### src/rtl/fetch_ctrl.sv
// Instruction fetch sequencer: issues ibus requests, holds one instruction for decode,
// drops wrong-path data after redirects. Optional perf counters under FETCH_PERF_CNT_EN.
module fetch_ctrl #(
   parameter logic [63:0] RESET_PC = 64'h8000_0000
) (
   input  logic        clk,
   input  logic        reset,
   output logic        ireq_valid,
   output logic [63:0] ireq_addr,
   input  logic        iresp_data_ok,
   input  logic [31:0] iresp_data,
   input  logic        redirect_valid,
   input  logic [63:0] redirect_pc,
   input  logic        stall,
   output logic        out_valid,
   output logic [63:0] out_pc,
   output logic [31:0] out_instr,
   output logic [1:0]  dbg_state
`ifdef FETCH_PERF_CNT_EN
   ,
   output logic [63:0] perf_fetch_cnt,
   output logic [63:0] perf_wait_cnt
`endif
);

   // Handshake: a request is live while ireq_valid=1; its address must not move until the
   // cycle iresp_data_ok=1, which completes it. Decode takes out_* on any edge with out_valid && !stall.
   typedef enum logic [1:0] {
      S_IDLE = 2'd0,
      S_REQ  = 2'd1,
      S_HOLD = 2'd2,
      S_DROP = 2'd3
   } state_t;

   state_t      state, state_nxt;
   logic [63:0] pc;
   logic [63:0] drop_addr;
   logic [63:0] target;

   assign target    = {redirect_pc[63:2], 2'b00};
   assign dbg_state = state;

   always_ff @(posedge clk or posedge reset) begin
      if (reset) state <= S_IDLE;
      else       state <= state_nxt;
   end

   always_comb begin
      state_nxt = S_IDLE;
      case (state)
         S_IDLE: state_nxt = S_REQ;
         S_REQ: begin
            if (redirect_valid)     state_nxt = iresp_data_ok ? S_REQ : S_DROP;
            else if (iresp_data_ok) state_nxt = S_HOLD;
            else                    state_nxt = S_REQ;
         end
         S_HOLD: state_nxt = (redirect_valid || !stall) ? S_REQ : S_HOLD;
         S_DROP: state_nxt = iresp_data_ok ? S_REQ : S_DROP;
         default: state_nxt = S_IDLE;
      endcase
   end

   // While dropping, the bus still sees the abandoned address until it completes.
   always_comb begin
      ireq_valid = (state == S_REQ) || (state == S_DROP);
      ireq_addr  = (state == S_DROP) ? drop_addr : pc;
      out_valid  = (state == S_HOLD);
   end

   always_ff @(posedge clk or posedge reset) begin
      if (reset) begin
         pc        <= RESET_PC;
         drop_addr <= RESET_PC;
         out_pc    <= 64'd0;
         out_instr <= 32'd0;
      end else begin
         if (redirect_valid) pc <= target;
         if (state == S_REQ) begin
            if (redirect_valid) begin
               if (!iresp_data_ok) drop_addr <= pc;
            end else if (iresp_data_ok) begin
               out_instr <= iresp_data;
               out_pc    <= pc;
               pc        <= pc + 64'd4;
            end
         end
      end
   end

`ifdef FETCH_PERF_CNT_EN
   always_ff @(posedge clk or posedge reset) begin
      if (reset) begin
         perf_fetch_cnt <= 64'd0;
         perf_wait_cnt  <= 64'd0;
      end else begin
         if ((state == S_HOLD) && !stall && !redirect_valid)
            perf_fetch_cnt <= perf_fetch_cnt + 64'd1;
         if (((state == S_REQ) || (state == S_DROP)) && !iresp_data_ok)
            perf_wait_cnt <= perf_wait_cnt + 64'd1;
      end
   end
`endif

endmodule
### config.mk
export PLATFORM = sky130hd
export DESIGN_NAME = fetch_ctrl
export DESIGN_NICKNAME = d
export VERILOG_FILES = /design/src/rtl/fetch_ctrl.sv
export SDC_FILE = /design/constraint.sdc
export NUM_CORES = 1
export LEC_CHECK = 0
export CELL_PAD_IN_SITES_DETAIL_PLACEMENT = 0
export CELL_PAD_IN_SITES_GLOBAL_PLACEMENT = 1
export CORE_ASPECT_RATIO = 1.2
export CORE_MARGIN = 5
export CORE_UTILIZATION = 54
export DETAILED_ROUTE_END_ITERATION = 7
export DONT_BUFFER_PORTS = 1
export PLACE_DENSITY_LB_ADDON = 0.1
export RECOVER_POWER = 25
export REMOVE_ABC_BUFFERS = 1
export SLEW_MARGIN = 25
export SYNTH_ARGS = -nofsm -noshare
export SYNTH_HDL_FRONTEND = slang
export SYNTH_SLANG_ARGS = --single-unit
### constraint.sdc
create_clock -name clk -period 12.3 [get_ports clk]
set_input_delay 1.23 -clock clk [delete_from_list [all_inputs] [get_ports clk]]
set_output_delay 1.23 -clock clk [all_outputs]
set_load 0.005 [all_outputs]
==> impl_metrics.ini <==
[clocking]
h-tree-depth = 1
tritoncts = done
post-cts-setup-buffers = 0
clk_pin_slew_ps = 60
cts_buffers = 23
cts_num_sinks = 226
ctsResizeCount = 0
cts-root-buf = clkbuf_16
cts-hold-fix-buffers = 0
cts_max_path_buffers = 3
clkLatencyLatePin_ps = 510

[grt]
grt_max_degree = 99
antenna_found_initial = 1
grt_pass1_wl_um = 47300
overflow = 0
grt_use_total = 0.250
grt_pass1_vias = 8084

[yosys]
ys_warn_count = 0
synth-edff-count = 0
synthCells = 954
async_flop_share = 1.00
ys_ff_latch = 226
synth_area_leaders = dfrtp_1 50%, mux2_2 22%, nand2_1 2.0%, nand3_1 1.8%, clkbuf_1 1.8%
synth_cell_type_count = 70
synth_top_area_frac = 0.505
yosysSeqAreaShare = 0.509
netlist_area_um2 = 11100
syn_area_per_cell_um2 = 11.6
synth_ff_type = dfrtp_1
yosysTopAreaCell = dfrtp_1

[pwr]
pwr-share-seq = 0.491
p_int_mw = 1.80
p_sw_mw = 0.782
p_leak_nw = 4.77
swShare = 0.303
p_clk_frac = 0.282
p_comb_frac = 0.227
p_per_area_nw_per_um2 = 216
peakVddDrop_uv = 147

[floorplan]
die_h_um = 167
core_um2 = 20300
die_area_um2 = 23600
start_util = 0.548
ioPinCount = 265
num_rows = 57
dieWidth_um = 141

[outcome]
violations = capacitance limit, slew limit
status = finished with violations

[critical_path]
crit_required_ps = 12140
worst-path-max-fanout = 98
arrival_ps = 6210
worst_path_max_delay_cell = clkbuf_1
crit_path_end_kind = async pin
worstSetupPathType = in -> async
crit_chain = clkinvlp_2, clkbuf_1
start_kind = input port
cp_top_family = buffers and inverters
cp_num_buf_inv = 2
critPathMaxStageDelay_ps = 2520

[timing]
hold_viol = 0
max_freq_ghz = 0.157
tightestPinTransition_ps = 4290
slew_violations = 203
skew_ps = 16.6
setup_tns_ps = 0
rsz0062_at_grt = no
min_period_over_period = 0.518
setup_viol = 0
min_period_ps = 6370
max_slew_margin = -1.87

[drt]
first_pass_iters = 5
drtIter0Drc = 397
num_vias = 7642
drc = 0
final_antenna_net_count = 0
wire_per_inst_um = 25.0
viasPerCell = 6.45
drt-total-wl_um = 29700

[place]
dpl.hpwl_um = 20700
gp_congestion = 0.906
placed_cells = 1146
io_buffers = 0

[final_layout]
seqCellArea_um2 = 5660
fin_cells = 1185
fillers = 1697
syn_to_final_growth_pct = 7.56
diodes = 0
nets = 1011
drive_above_1_share = 0.312
multi_input_area_um2 = 5090

[min_path]
hp-class = reg -> reg

[job]
maxCapViolCount = 3
## worst paths after layout
check	from	cells after the start	slack, ps	endpoint
max in group clk	dbg_state[0]	2	8790	ireq_addr[33]
hold reg to reg	drop_addr[60]	2	480	drop_addr[60]
setup / recovery	reset	2	5930	out_pc[56]
min in group asynchronous	reset	1	1890	out_instr[17]
setup reg to reg	dbg_state[0]	4	9340	pc[39]
hold / removal	drop_addr[60]	2	480	drop_addr[60]
## layer usage
metal | track usage | share of wire | vias up
li1 | - | - | 3419
met3 | 0.0687 | 0.075 | 59
met2 | 0.428 | 0.51 | 288
met1 | 0.309 | 0.39 | 3874
met5 | 0 | 0.00024 | -
met4 | 0.0742 | 0.027 | 2
## logic make-up after synthesis
kind of cell | count (synthesis) | share of synthesized area
buf+inv | 92 | 0.0341
xor+xnor | 15 | 0.0118
mux | 221 | 0.224
simple gates | 285 | 0.143
flops | 226 | 0.509
compound gates | 111 | 0.0732
fa+ha+maj | 4 | 0.00451
## sequential cells by signal (all words and copies together) (netlist names)
| signal | flops |
|---|---|
| drop_addr | 64 |
| out_pc | 64 |
| pc | 64 |
| out_instr | 32 |
| dbg_state | 2 |
## synth_stat cells (3+ instances only)
| master | number |
|---|---|
| mux2_2 | 217 |
| buf_1 | 5 |
| and4_1 | 12 |
| nand4_1 | 23 |
| o221a_2 | 4 |
| nand2_1 | 60 |
| a211oi_1 | 16 |
| or4_1 | 3 |
| inv_1 | 13 |
| nand3_1 | 40 |
| o41ai_1 | 3 |
| xor2_1 | 4 |
| mux2i_1 | 4 |
| o31a_1 | 3 |
| a21oi_1 | 10 |
| or2_2 | 4 |
| nor3_1 | 32 |
| buf_2 | 18 |
| nor2_1 | 35 |
| xnor2_1 | 11 |
| and3_1 | 14 |
| nand2b_1 | 3 |
| o21a_1 | 7 |
| o21ai_0 | 24 |
| a211o_1 | 3 |
| o211ai_1 | 3 |
| clkbuf_2 | 3 |
| a31oi_1 | 5 |
| a31o_2 | 3 |
| ha_1 | 4 |
| a311oi_1 | 9 |
| nor4_1 | 20 |
| and2_1 | 8 |
| clkbuf_1 | 52 |
| nor2b_1 | 6 |
| or3_1 | 8 |
| dfrtp_1 | 224 |
## cells in the final DEF, fill, tap and decap left out, types with 5 or more instances in the layout
master and count:
a211oi_1 16, a21oi_1 10, a311oi_1 9, a31oi_1 5
and2_1 7, and3_1 14, and4_1 12, clkbuf_16 23
dfrtp_1 224, inv_1 12, mux2_2 217, nand2_1 57
nand3_1 40, nand4_1 23, nor2_1 35, nor2b_1 6
nor3_1 32, nor4_1 20, o21a_1 7, o21ai_0 24
or3_1 8, xnor2_1 11
## cell type report
| type | instances | share of cell area |
|---|---|---|
| Multi-Input combinational cell | 636 | 0.426 |
| Tap cell | 265 | 0.0278 |
| Clock inverter | 13 | 0.0154 |
| Inverter | 13 | 0.00419 |
| Timing Repair Buffer | 6 | 0.00314 |
| Clock buffer | 26 | 0.0500 |
| Sequential cell | 226 | 0.474 |
## per-stage QoR
step,instance area [µm²],total power [mW],setup slack (ps),hold WS [ps],util
3_3_place_gp,11200,1.84,8990,460,0.553
4_1_cts,12000,2.61,8740,482,0.591
3_5_place_dp,11200,1.88,8880,467,0.553
6_report,11900,2.58,5930,479,0.590
5_1_grt,11900,2.73,4560,506,0.590
2_1_floorplan,10800,1.69,4880,446,-
## power by group through the flow
stage | clock network [mW] | logic [mW] | registers [mW]
finish | 0.726 | 0.586 | 1.27
global route | 0.776 | 0.649 | 1.30
CTS | 0.740 | 0.602 | 1.27
detailed placement | 0 | 0.600 | 1.28
global placement | 0 | 0.573 | 1.26
floorplan | 0 | 0.498 | 1.19
Note: power is estimated with default switching activity, not from simulation.
